## src/rtl/tick_sched_ctrl.sv

```systemverilog
// tick_sched_ctrl: run-time controller for a programmable tick divider.
// Produces registered one-cycle enable ticks every max(div,1) cycles while
// running, with a valid/ready configuration port, start/stop sequencing,
// finite bursts and ratio changes that only take effect on a period boundary.
// Optional feature macro: TICK_SCHED_PHASE_EN (adds cfg_phase, a start-phase
// offset for the first tick of each run).
module tick_sched_ctrl #(
  parameter int CNT_W   = 16,
  parameter int BURST_W = 8,
  parameter int DEF_DIV = 16
) (
  input  logic               clk,
  input  logic               rst_n,
  input  logic               cfg_valid,
  output logic               cfg_ready,
  input  logic [CNT_W-1:0]   cfg_div,
  input  logic [BURST_W-1:0] cfg_burst,
`ifdef TICK_SCHED_PHASE_EN
  input  logic [CNT_W-1:0]   cfg_phase,
`endif
  input  logic               start,
  input  logic               stop,
  output logic               tick,
  output logic               busy,
  output logic               done,
  output logic [BURST_W-1:0] tick_count
);

  typedef enum logic {
    S_IDLE = 1'b0,
    S_RUN  = 1'b1
  } state_t;

  state_t r_state;
  state_t w_state_nxt;

  logic [CNT_W-1:0]   r_count;
  logic [CNT_W-1:0]   r_active_div;
  logic [CNT_W-1:0]   r_shadow_div;
  logic               r_pending;
  logic [BURST_W-1:0] r_active_burst;
  logic [BURST_W-1:0] r_shadow_burst;
  logic               r_burst_pend;
  logic               r_tick;
  logic               r_done;
  logic [BURST_W-1:0] r_tick_count;

  logic [CNT_W-1:0]   w_eff_div;
  logic               w_wrap;
  logic               w_xfer;
  logic               w_burst_end;
  logic               w_go;
  logic               w_end;
  logic               w_start_first;
  logic [CNT_W-1:0]   w_start_cnt;

  // Saturating increment for the issued-tick counter.
  function automatic logic [BURST_W-1:0] sat_inc(input logic [BURST_W-1:0] v);
    logic [BURST_W-1:0] r;
    r = (&v) ? v : v + 1'b1;
    return r;
  endfunction

  // Ratio 0 behaves as ratio 1 so the period compare never underflows.
  function automatic logic [CNT_W-1:0] eff_of(input logic [CNT_W-1:0] d);
    logic [CNT_W-1:0] r;
    r = (d == '0) ? {{(CNT_W-1){1'b0}}, 1'b1} : d;
    return r;
  endfunction

  // Shared decode: effective ratio, wrap point, handshake and burst end.
  always_comb begin
    w_eff_div   = eff_of(r_active_div);
    w_wrap      = (r_count == (w_eff_div - {{(CNT_W-1){1'b0}}, 1'b1}));
    cfg_ready   = (r_state == S_IDLE) || !r_pending;
    w_xfer      = cfg_valid && cfg_ready;
    w_burst_end = r_tick && (r_active_burst != '0) &&
                  (r_tick_count == r_active_burst);
  end

`ifdef TICK_SCHED_PHASE_EN
  logic [CNT_W-1:0] r_phase;
  logic [CNT_W-1:0] w_start_eff;
  logic [CNT_W-1:0] w_start_ph;

  // Start preload: place the counter so the first wrap lands 'phase' cycles in.
  // A configuration accepted on the start edge is already honoured here.
  always_comb begin
    w_start_eff = eff_of(w_xfer ? cfg_div : r_active_div);
    w_start_ph  = w_xfer ? cfg_phase : r_phase;
    if (w_start_ph >= w_start_eff) begin
      w_start_ph = w_start_eff - {{(CNT_W-1){1'b0}}, 1'b1};
    end
    w_start_first = (w_start_ph == '0);
    w_start_cnt   = w_start_first ? '0 : (w_start_eff - w_start_ph);
  end

  // Phase is captured alongside the ratio on every accepted configuration.
  always_ff @(posedge clk or negedge rst_n) begin
    if (!rst_n) begin
      r_phase <= '0;
    end else if (w_xfer) begin
      r_phase <= cfg_phase;
    end
  end
`else
  // Without a phase offset every run ticks on the cycle right after start.
  always_comb begin
    w_start_first = 1'b1;
    w_start_cnt   = '0;
  end
`endif

  // Next-state decode: start only from IDLE, stop or burst end leave RUN.
  always_comb begin
    w_state_nxt = r_state;
    w_go        = 1'b0;
    w_end       = 1'b0;
    case (r_state)
      S_IDLE: begin
        if (start && !stop) begin
          w_state_nxt = S_RUN;
          w_go        = 1'b1;
        end
      end
      S_RUN: begin
        if (stop || w_burst_end) begin
          w_state_nxt = S_IDLE;
          w_end       = 1'b1;
        end
      end
      default: begin
        w_state_nxt = S_IDLE;
      end
    endcase
  end

  // State register.
  always_ff @(posedge clk or negedge rst_n) begin
    if (!rst_n) begin
      r_state <= S_IDLE;
    end else begin
      r_state <= w_state_nxt;
    end
  end

  // Counter, tick/done pulses and active/shadow configuration registers.
  always_ff @(posedge clk or negedge rst_n) begin
    if (!rst_n) begin
      r_count        <= '0;
      r_active_div   <= CNT_W'(DEF_DIV);
      r_shadow_div   <= '0;
      r_pending      <= 1'b0;
      r_active_burst <= '0;
      r_shadow_burst <= '0;
      r_burst_pend   <= 1'b0;
      r_tick         <= 1'b0;
      r_done         <= 1'b0;
      r_tick_count   <= '0;
    end else begin
      r_tick <= 1'b0;
      r_done <= 1'b0;
      if (r_state == S_IDLE) begin
        // In IDLE a configuration goes straight to the active registers.
        if (w_xfer) begin
          r_active_div   <= cfg_div;
          r_active_burst <= cfg_burst;
        end
        if (w_go) begin
          r_count      <= w_start_cnt;
          r_tick       <= w_start_first;
          r_tick_count <= {{(BURST_W-1){1'b0}}, w_start_first};
        end
      end else if (w_end) begin
        // Leaving RUN: no tick, one done pulse, fold any waiting update in.
        r_done <= 1'b1;
        if (w_xfer) begin
          r_active_div   <= cfg_div;
          r_active_burst <= cfg_burst;
        end else begin
          if (r_pending) begin
            r_active_div <= r_shadow_div;
          end
          if (r_burst_pend) begin
            r_active_burst <= r_shadow_burst;
          end
        end
        r_pending    <= 1'b0;
        r_burst_pend <= 1'b0;
      end else begin
        // While running, new settings wait in the shadow registers.
        if (w_xfer) begin
          r_shadow_div   <= cfg_div;
          r_shadow_burst <= cfg_burst;
          r_pending      <= 1'b1;
          r_burst_pend   <= 1'b1;
        end
        if (w_wrap) begin
          r_count      <= '0;
          r_tick       <= 1'b1;
          r_tick_count <= sat_inc(r_tick_count);
          // Only an update pending before this edge is applied, so the
          // period that just finished was never shortened.
          if (r_pending) begin
            r_active_div <= r_shadow_div;
            r_pending    <= 1'b0;
          end
        end else begin
          r_count <= r_count + {{(CNT_W-1){1'b0}}, 1'b1};
        end
      end
    end
  end

  assign tick       = r_tick;
  assign busy       = (r_state == S_RUN);
  assign done       = r_done;
  assign tick_count = r_tick_count;

endmodule

```

## config.mk

```make
export PLATFORM = sky130hd
export DESIGN_NAME = tick_sched_ctrl
export DESIGN_NICKNAME = d
export VERILOG_FILES = /design/src/rtl/tick_sched_ctrl.sv
export SDC_FILE = /design/constraint.sdc
export NUM_CORES = 1
export LEC_CHECK = 0
export ABC_CLOCK_PERIOD_IN_PS = 4400
export CAP_MARGIN = 10
export CORE_UTILIZATION = 25
export CTS_CLUSTER_SIZE = 30
export DETAILED_ROUTE_END_ITERATION = 7
export SYNTH_ARGS = -nofsm -noshare
export SYNTH_HDL_FRONTEND = slang
export SYNTH_SLANG_ARGS = --single-unit
export TNS_END_PERCENT = 10
```

## constraint.sdc

```tcl
create_clock -name clk -period 4.4 [get_ports clk]
set_clock_uncertainty 0.1 [all_clocks]
set_input_delay 1.32 -clock clk [delete_from_list [all_inputs] [get_ports clk]]
set_output_delay 1.32 -clock clk [all_outputs]
set_load 0.02 [all_outputs]
```

==> results of run 1 <==
## routing by layer
metal | wire length, um | up-vias | GRT usage (%) | part of all wire, %
li1 | - | 1529 | - | -
met1 | 4690 | 1581 | 15.6 | 46
met2 | 4740 | 75 | 19.3 | 47
met3 | 402 | 24 | 2.31 | 4.0
met4 | 296 | 0 | 6.52 | 2.9
met5 | 0 | - | 0 | 0
## area by class of cell
cell class | count | share of cell area [%]
Clock buffer | 13 | 4.86
Clock inverter | 3 | 0.875
Inverter | 9 | 0.657
Multi-Input combinational cell | 289 | 42.2
Sequential cell | 77 | 37.5
Tap cell | 220 | 5.35
Timing Repair Buffer | 46 | 8.61
## flip-flops by register name, indices dropped and copies added, names as in the netlist, 8 cells and up
name            count
r_shadow_div       16
r_active_burst      8
r_count            16
r_active_div       16
tick_count          8
r_shadow_burst      8
## per-stage QoR
stage / cell area, um2 / util [%]
6_report: 5140 / 31.1
5_1_grt: 5140 / 31.1
4_1_cts: 5140 / 31.1
3_5_place_dp: 4850 / 29.3
3_3_place_gp: 4850 / 29.3
2_1_floorplan: 4220 / -
## kinds of logic after synthesis
family	synth area share (%)
XOR/XNOR	8.83
adder cells (fa/ha/maj)	0.889
AND/OR/NAND/NOR	16.9
flip-flops	45.7
buffers and inverters	2.96
multiplexers	9.57
AO/OA/AOI/OAI	15.1
## power breakdown
part           switching [mW]  internal, mW
registers               0.138         0.847
logic                   0.210         0.242
clock network           0.283         0.455
total                   0.631          1.54
## worst paths after layout
check,startpoint,to,slack [ps]
max,r_active_div[9],tick_count[7],410
min,r_shadow_burst[0],r_shadow_burst[0],410
min in group asynchronous,rst_n,tick_count[7],1040
min reg2reg,r_shadow_burst[0],r_shadow_burst[0],410
max reg2reg,r_active_div[9],tick_count[7],410
max in group asynchronous,rst_n,r_count[1],2510
## placed cells by master (no fill, tap or decap), types with 11 or more instances in the layout
cell and count:
sky130_fd_sc_hd__a21oi_1 12, sky130_fd_sc_hd__and3_1 11, sky130_fd_sc_hd__clkdlybuf4s50_1 39, sky130_fd_sc_hd__dfrtp_1 76
sky130_fd_sc_hd__mux2_2 27, sky130_fd_sc_hd__nand2_1 19, sky130_fd_sc_hd__nor2_1 42, sky130_fd_sc_hd__o22a_1 32
sky130_fd_sc_hd__xnor2_1 18, sky130_fd_sc_hd__xor2_1 22
## critical path: cells and delay by family, from the launching register on
family | cells | cell delay [ps]
flip-flops | 1 | 440
AO/OA/AOI/OAI | 3 | 770
AND/OR/NAND/NOR | 6 | 2180
XOR/XNOR | 1 | 120
adder cells (fa/ha/maj) | 1 | 330
==> impl_metrics.env, run 1 <==
export IMPL_slew_limit_headroom_pct=34.3
export IMPL_starting_density_pct=25.6
export IMPL_syn_avg_cell_area_um2=10.8
export IMPL_clock_tree_htree_level_count=3
export IMPL_dp_hpwl_um=7270
export IMPL_yosysTopAreaCell="sky130_fd_sc_hd__dfrtp_1"
export IMPL_post_route_worst_setup_slack_ps=411
export IMPL_antenna_cells=0
export IMPL_power_density_cell_area_mw_per_mm2=423
export IMPL_routed_wire_length_per_instance_um=15.4
export IMPL_drt_pass1_iter_count=5
export IMPL_drt_wl_total_um=10100
export IMPL_synth_edf_count=0
export IMPL_net_count_after_synthesis=423
export IMPL_start_kind="flop"
export IMPL_synth_top_cell_area_share_pct=45.0
export IMPL_async_reset_ff_share_pct=100
export IMPL_run_status="finished, final reports clean"
export IMPL_critical_path_max_stage_delay_ps=530
export IMPL_r2r_worst_path_cells=11
export IMPL_floorplan_rows=47
export IMPL_report_final_setup_viol=0
export IMPL_yosys_top_cells_count="sky130_fd_sc_hd__dfrtp_1 (76), sky130_fd_sc_hd__nor2_1 (42), sky130_fd_sc_hd__o22a_1 (32)"
export IMPL_post_synth_inst_count=391
export IMPL_setup_tns_ps=0
export IMPL_maxCapViolations=0
export IMPL_cts_reportedPaths_clkPinSlew_ps=60
export IMPL_synth_cell_area_mm2=0.00422
export IMPL_syn_to_final_growth_pct=21.8
export IMPL_numPlacedInstances=641
export IMPL_total_power_mw=2.18
export IMPL_critPathRequiredTime_ps=4580
export IMPL_multi_input_area_mm2=0.00217
export IMPL_drt_first_iter_violations=131
export IMPL_timing_critical_path_arrival_ps=4170
export IMPL_postCtsSetupBuffers=0
export IMPL_yosysSeqAreaShare_pct=45.7
export IMPL_route_antenna_remaining_nets=0
export IMPL_register_area_mm2=0.00193
export IMPL_remaining_drc_errors=0
export IMPL_rsz0062_at_grt="no"
export IMPL_ios=41
export IMPL_port_buffer_count=40
export IMPL_dieArea_mm2=0.0174
export IMPL_nNetsFinal=464
export IMPL_avgViaCountPerCell=4.88
export IMPL_synthesis_yosys_warnings=0
export IMPL_final_worst_path_period_share_pct=90.7
export IMPL_synth_most_common_cell="sky130_fd_sc_hd__dfrtp_1"
export IMPL_power_leakage_nw=2.10
export IMPL_layout_drive_gt1_share_pct=14.6
export IMPL_hold_ws_ps=405
export IMPL_grt_overflow_total=0
export IMPL_cts_root_buf="sky130_fd_sc_hd__clkbuf_16"
export IMPL_die_width_um=132
export IMPL_synth_top_cells_by_area="sky130_fd_sc_hd__dfrtp_1 (45%), sky130_fd_sc_hd__mux2_2 (7.2%), sky130_fd_sc_hd__o22a_1 (6.6%), sky130_fd_sc_hd__xor2_1 (4.6%), sky130_fd_sc_hd__nor2_1 (3.7%)"
export IMPL_grt_start_max_net_pins=78
export IMPL_core_area_mm2=0.0165
export IMPL_die_height_um=132
export IMPL_place_worst_setup_slack_ps=417
export IMPL_gp_congestion=0.901
export IMPL_hold_buffers=0
export IMPL_finalWorstPathRequiredPeriod_ps=3990
export IMPL_cts_repair_resized=0
export IMPL_critical_path_cell_chain="nor4_1 -> and2_1 -> a31oi_1 -> ha_1 -> xnor2_1 -> or4_1 -> nor4_2 -> nand4_2 -> or3_4 -> a21oi_4 -> a31o_2"
export IMPL_most_used_dff_post_synth="sky130_fd_sc_hd__dfrtp_1"
export IMPL_yosys_register_bits=77
export IMPL_cts_buffers_inserted=9
export IMPL_critPathKind="reg2reg"
export IMPL_fillers=1643
export IMPL_clock_sink_count=77
export IMPL_finalNonFillerCells=657
export IMPL_vdd_ir_drop_worst_mv=0.171
export IMPL_worst_slew_pin_slew_ps=986
export IMPL_clockBufferDepth=2
export IMPL_vias_in_the_first_global_route=3276
export IMPL_clock_tree_from_tritoncts="done"
export IMPL_worst_hold_path_type="reg2reg"
export IMPL_insertion_delay_ps=340
export IMPL_worst_hold_path_num_cells=1
export IMPL_global_route_wire_length_before_repair_um=16700
export IMPL_vias=3209
export IMPL_post_synth_num_cell_types=63
export IMPL_grtUsageTotal_pct=12.2
export IMPL_crit_slowest_cell="sky130_fd_sc_hd__or4_1"
export IMPL_crit_path_end_kind="flop"
export IMPL_final_hold_violation_count=0
export IMPL_antenna_violations_before_repair=0
export IMPL_slew_viol_final=0
export IMPL_critPathMaxFanout=17
export IMPL_clock_fmax_mhz=251
(Power assumes the default switching activity.)
==> run 2: changes to the inputs <==
--- a/config.mk
+++ b/config.mk
@@ -5,11 +5,13 @@
 export SDC_FILE = /design/constraint.sdc
 export NUM_CORES = 1
 export LEC_CHECK = 0
-export ABC_CLOCK_PERIOD_IN_PS = 4400
+export ABC_CLOCK_PERIOD_IN_PS = 4790
 export CAP_MARGIN = 10
-export CORE_UTILIZATION = 25
+export CORE_ASPECT_RATIO = 1.1
+export CORE_UTILIZATION = 48
 export CTS_CLUSTER_SIZE = 30
 export DETAILED_ROUTE_END_ITERATION = 7
+export PLACE_DENSITY = 0.69
 export SYNTH_ARGS = -nofsm -noshare
 export SYNTH_HDL_FRONTEND = slang
 export SYNTH_SLANG_ARGS = --single-unit
==> constraint.sdc (replaced) <==
create_clock -name clk -period 4.79 [get_ports clk]
set_clock_uncertainty 0.1 [all_clocks]
set_input_delay 1.437 -clock clk [delete_from_list [all_inputs] [get_ports clk]]
set_output_delay 1.437 -clock clk [all_outputs]
set_load 0.02 [all_outputs]
==> impl_metrics.env, run 2 (same netlist as run 1, synthesis figures left out) <==
export IMPL_maxCapViolations=0
export IMPL_setup_tns_ps=0
export IMPL_cts_buffers_inserted=9
export IMPL_category_of_cells_accounting_for_the_largest_share_of_critical_path_delay="simple AND/OR/NAND/NOR gates"
export IMPL_finalNonFillerCells=545
export IMPL_run_status="finished, final reports clean"
export IMPL_gp_congestion=0.888
export IMPL_avgViaCountPerCell=5.81
export IMPL_r2r_worst_path_cells=11
export IMPL_worst_hold_path_num_cells=1
export IMPL_placedInstanceArea_mm2=0.00469
export IMPL_critPathKind="reg2reg"
export IMPL_numPlacedInstances=529
export IMPL_drt_first_iter_violations=134
export IMPL_final_design_area_no_fill_mm2=0.00489
export IMPL_critPathMostFrequentCell="sky130_fd_sc_hd__nor4_1"
export IMPL_timing_critical_path_arrival_ps=4280
export IMPL_starting_density_pct=50.0
export IMPL_cts_repair_resized=0
export IMPL_vdd_ir_drop_worst_mv=0.232
export IMPL_vias_in_the_first_global_route=2984
export IMPL_power_leakage_nw=2.05
export IMPL_cts_reportedPaths_clkPinSlew_ps=90
export IMPL_clockBufferDepth=2
export IMPL_routed_wire_length_per_instance_um=16.3
export IMPL_dp_hpwl_um=6260
export IMPL_clock_tree_from_tritoncts="done"
export IMPL_layout_drive_gt1_share_pct=14.7
export IMPL_dieArea_mm2=0.00918
export IMPL_clock_sink_count=77
export IMPL_grt_start_max_net_pins=78
export IMPL_power_density_cell_area_mw_per_mm2=372
export IMPL_die_height_um=100
export IMPL_mostFrequentLayoutCells="sky130_fd_sc_hd__dfrtp_1 (76), sky130_fd_sc_hd__nor2_1 (42), sky130_fd_sc_hd__clkdlybuf4s50_1 (39), sky130_fd_sc_hd__o22a_1 (32), sky130_fd_sc_hd__mux2_2 (27)"
export IMPL_hold_buffers=0
export IMPL_route_antenna_remaining_nets=0
export IMPL_total_power_mw=1.82
export IMPL_floorplan_rows=35
export IMPL_worst_hold_path_type="reg2reg"
export IMPL_slew_limit_headroom_pct=36.5
export IMPL_global_route_wire_length_before_repair_um=14700
export IMPL_crit_path_end_kind="flop"
export IMPL_final_hold_violation_count=0
export IMPL_insertion_delay_ps=350
export IMPL_ios=41
export IMPL_report_final_setup_viol=0
export IMPL_antenna_violations_before_repair=0
export IMPL_clock_tree_htree_level_count=3
export IMPL_slew_viol_final=0
export IMPL_die_width_um=91.4
export IMPL_core_area_mm2=0.00845
export IMPL_critical_path_max_stage_delay_ps=610
export IMPL_critical_path_buf_inv_count=0
export IMPL_clock_fmax_mhz=245
export IMPL_largest_registers="r_active_div (16), r_count (16), r_shadow_div (16)"
export IMPL_cts_root_buf="sky130_fd_sc_hd__clkbuf_8"
export IMPL_vias=3165
export IMPL_critPathRequiredTime_ps=4980
export IMPL_drt_pass1_iter_count=4
export IMPL_drt_wl_total_um=8900
export IMPL_port_buffer_count=40
export IMPL_grtUsageTotal_pct=20.4
export IMPL_postCtsSetupBuffers=0
export IMPL_syn_to_final_growth_pct=15.9
export IMPL_remaining_drc_errors=0
export IMPL_worst_slew_pin_slew_ps=953
export IMPL_rsz0062_at_grt="no"
export IMPL_number_of_gates_on_the_worst_path_with_buffers_counted=11
export IMPL_critPathMaxFanout=16
export IMPL_critical_path_cell_chain="nor4_1 -> and2_1 -> a31oi_1 -> ha_1 -> xnor2_1 -> or4_1 -> nor4_2 -> nand4_2 -> nor4_1 -> a2bb2oi_2 -> o22a_1"
export IMPL_final_worst_path_period_share_pct=85.3
export IMPL_antenna_cells=0
export IMPL_crit_slowest_cell="sky130_fd_sc_hd__a2bb2oi_2"
export IMPL_grt_overflow_total=0
export IMPL_start_kind="flop"
export IMPL_layout_cells_most_common="sky130_fd_sc_hd__dfrtp_1"
export IMPL_hold_ws_ps=409
export IMPL_nNetsFinal=461
export IMPL_finalWorstPathRequiredPeriod_ps=4090
==> run 2: cell count changes in the layout (fill, tap and decap cells not counted), sizes merged <==
cell	before	now
clkbuf	13	9
inv	9	13
buf	7	4
clkinv	0	1
clkinvlp	2	1
==> run 2: report_power, final <==
part	internal (mW)	switching (mW)
registers	0.776	0.127
logic	0.220	0.182
clock network	0.249	0.263
==> run 2: stage by stage <==
step                util, %  setup WS, ps
floorplan                 -          1190
global placement       55.5           867
detailed placement     55.5           732
CTS                    57.9           704
global route           57.9           435
finish                 57.9           703
==> run 2: routing by layer <==
layer / vias to the layer above / part of all wire, % / GRT usage, %
li1: 1520 / - / -
met1: 1573 / 49 / 28.7
met5: - / 0 / 0
met2: 61 / 46 / 31.9
met4: 0 / 1.3 / 6.35
met3: 11 / 3.2 / 3.94
==> run 2: path summary, 6_finish.rpt <==
path / slack (ps) / from / endpoint
hold / removal: 410 / r_shadow_burst[4] / r_shadow_burst[4]
hold reg to reg: 410 / r_shadow_burst[4] / r_shadow_burst[4]
max in group asynchronous: 2850 / rst_n / r_count[6]
setup / recovery: 700 / r_active_div[9] / r_active_div[13]
min in group asynchronous: 1130 / rst_n / r_shadow_div[14]
setup reg to reg: 700 / r_active_div[9] / r_active_div[13]
==> run 2: cell type report <==
| cell class | count | area (um2) |
|---|---|---|
| Inverter | 9 | 33.8 |
| Clock buffer | 9 | 124 |
| Timing Repair Buffer | 43 | 420 |
| Sequential cell | 77 | 1930 |
| Fill cell | 752 | 3560 |
| Multi-Input combinational cell | 289 | 2170 |
| Tap cell | 111 | 139 |
| Clock inverter | 7 | 80.1 |
==> run 2: worst reg2reg max path: stages (launching register included) <==
cell and delay, ps:
sky130_fd_sc_hd__dfrtp_1 440, sky130_fd_sc_hd__nor4_1 530, sky130_fd_sc_hd__and2_1 260, sky130_fd_sc_hd__a31oi_1 130
sky130_fd_sc_hd__ha_1 320, sky130_fd_sc_hd__xnor2_1 120, sky130_fd_sc_hd__or4_1 530, sky130_fd_sc_hd__nor4_2 250
sky130_fd_sc_hd__nand4_2 210, sky130_fd_sc_hd__nor4_1 290, sky130_fd_sc_hd__a2bb2oi_2 610, sky130_fd_sc_hd__o22a_1 230
==> run 3: changes to the inputs <==
--- a/config.mk
+++ b/config.mk
@@ -8,10 +8,10 @@
 export ABC_CLOCK_PERIOD_IN_PS = 4790
 export CAP_MARGIN = 10
 export CORE_ASPECT_RATIO = 1.1
-export CORE_UTILIZATION = 48
+export CORE_UTILIZATION = 45
 export CTS_CLUSTER_SIZE = 30
 export DETAILED_ROUTE_END_ITERATION = 7
-export PLACE_DENSITY = 0.69
+export PLACE_DENSITY = 0.65
 export SYNTH_ARGS = -nofsm -noshare
 export SYNTH_HDL_FRONTEND = slang
 export SYNTH_SLANG_ARGS = --single-unit
==> constraint.sdc (replaced) <==
create_clock -name clk -period 4.79 [get_ports clk]
set_clock_uncertainty 0.1 [all_clocks]
set_input_delay 1.1975 -clock clk [delete_from_list [all_inputs] [get_ports clk]]
set_output_delay 1.1975 -clock clk [all_outputs]
set_load 0.02 [all_outputs]
==> impl_metrics.env, run 3 (same netlist as run 1, synthesis figures left out) <==
export IMPL_run_status="finished, final reports clean"
export IMPL_drt_wl_total_um=8930
export IMPL_floorplan_rows=36
export IMPL_maxCapViolations=0
export IMPL_setup_tns_ps=0
export IMPL_mostFrequentLayoutCells="sky130_fd_sc_hd__dfrtp_1 (76), sky130_fd_sc_hd__nor2_1 (42), sky130_fd_sc_hd__clkdlybuf4s50_1 (39), sky130_fd_sc_hd__o22a_1 (32), sky130_fd_sc_hd__mux2_2 (27)"
export IMPL_cts_reportedPaths_clkPinSlew_ps=80
export IMPL_antenna_violations_before_repair=0
export IMPL_timing_critical_path_arrival_ps=4250
export IMPL_layout_cells_most_common="sky130_fd_sc_hd__dfrtp_1"
export IMPL_hold_buffers=0
export IMPL_critical_path_cell_chain="nor4_1 -> and2_1 -> a31oi_1 -> ha_1 -> xnor2_1 -> or4_1 -> nor4_2 -> nand4_2 -> nor4_1 -> a2bb2oi_2 -> o22a_1"
export IMPL_nNetsFinal=460
export IMPL_multi_input_area_mm2=0.00217
export IMPL_slew_limit_headroom_pct=29.2
export IMPL_grt_overflow_total=0
export IMPL_critPathRequiredTime_ps=4990
export IMPL_total_power_mw=1.81
export IMPL_core_area_mm2=0.00896
export IMPL_insertion_delay_ps=370
export IMPL_clock_fmax_mhz=247
export IMPL_global_route_wire_length_before_repair_um=15200
export IMPL_final_worst_path_period_share_pct=84.6
export IMPL_dp_hpwl_um=6380
export IMPL_worst_slew_pin_slew_ps=1060
export IMPL_clock_sink_count=77
export IMPL_critical_path_buf_inv_count=0
export IMPL_dieArea_mm2=0.00978
export IMPL_cts_root_buf="sky130_fd_sc_hd__clkbuf_8"
export IMPL_drt_first_iter_violations=116
export IMPL_critical_path_max_stage_delay_ps=580
export IMPL_crit_path_end_kind="flop"
export IMPL_critPathKind="reg2reg"
export IMPL_worst_hold_path_type="reg2reg"
export IMPL_routed_wire_length_per_instance_um=16.3
export IMPL_final_hold_violation_count=0
export IMPL_category_of_cells_accounting_for_the_largest_share_of_critical_path_delay="simple AND/OR/NAND/NOR gates"
export IMPL_avgViaCountPerCell=5.62
export IMPL_slew_viol_final=0
export IMPL_clockBufferDepth=2
export IMPL_gp_congestion=0.859
export IMPL_fillers=814
export IMPL_vias_in_the_first_global_route=3027
export IMPL_layout_drive_gt1_share_pct=14.3
export IMPL_crit_slowest_cell="sky130_fd_sc_hd__a2bb2oi_2"
export IMPL_hold_ws_ps=409
export IMPL_report_final_setup_viol=0
export IMPL_postCtsSetupBuffers=0
export IMPL_vdd_ir_drop_worst_mv=0.206
export IMPL_syn_to_final_growth_pct=15.8
export IMPL_starting_density_pct=47.1
export IMPL_finalWorstPathRequiredPeriod_ps=4050
export IMPL_grtUsageTotal_pct=19.8
export IMPL_rsz0062_at_grt="no"
export IMPL_die_height_um=104
export IMPL_start_kind="flop"
export IMPL_largest_registers="r_active_div (16), r_count (16), r_shadow_div (16)"
export IMPL_grt_start_max_net_pins=78
export IMPL_port_buffer_count=40
export IMPL_die_width_um=94.4
export IMPL_register_area_mm2=0.00193
export IMPL_power_density_cell_area_mw_per_mm2=370
export IMPL_cts_buffers_inserted=9
export IMPL_critPathMostFrequentCell="sky130_fd_sc_hd__nor4_1"
export IMPL_power_leakage_nw=2.04
export IMPL_remaining_drc_errors=0
export IMPL_antenna_cells=0
export IMPL_vias=3073
export IMPL_drt_pass1_iter_count=4
export IMPL_route_antenna_remaining_nets=0
export IMPL_cts_repair_resized=0
export IMPL_clock_tree_htree_level_count=3
export IMPL_ios=41
export IMPL_critPathMaxFanout=16
export IMPL_clock_tree_from_tritoncts="done"
run 3: worst paths after layout:
check	slack (ps)	endpoint	cells past startpoint	start
worst max-delay path	740	r_active_div[15]	11	r_active_div[9]
worst min-delay path	410	r_shadow_burst[4]	1	r_shadow_burst[4]
worst max register to register	740	r_active_div[15]	11	r_active_div[9]
worst min register to register	410	r_shadow_burst[4]	1	r_shadow_burst[4]
max in group asynchronous	3060	r_count[12]	1	rst_n
min in group asynchronous	860	r_shadow_div[12]	1	rst_n
run 3: area by class of cell:
| cell class | instances | area share (%) |
|---|---|---|
| Clock inverter | 5 | 1.23 |
| Multi-Input combinational cell | 289 | 44.4 |
| Timing Repair Buffer | 42 | 8.45 |
| Inverter | 9 | 0.691 |
| Clock buffer | 11 | 2.89 |
| Sequential cell | 77 | 39.4 |
| Tap cell | 114 | 2.92 |
run 3: per-stage QoR:
step	util [%]	instance area, um2	std cells	setup slack (ps)
global placement	52.3	4690	531	851
finish	54.5	4890	547	738
floorplan	-	4220	391	1190
global route	54.5	4890	547	431
CTS	54.5	4890	547	721
detailed placement	52.3	4690	531	751
run 3: where the power goes:
part / internal (mW) / switching (mW) / leakage (nW)
clock: 0.257 / 0.249 / 0.0999
sequential: 0.776 / 0.126 / 0.944
combinational: 0.219 / 0.180 / 0.999
run 3: metal layers:
metal | up-vias | track usage, % | wire length (um)
met3 | 8 | 3.16 | 271
met4 | 0 | 7.91 | 120
met1 | 1500 | 28.7 | 4400
met2 | 46 | 29.2 | 4140
met5 | - | 0 | 0
li1 | 1519 | - | -
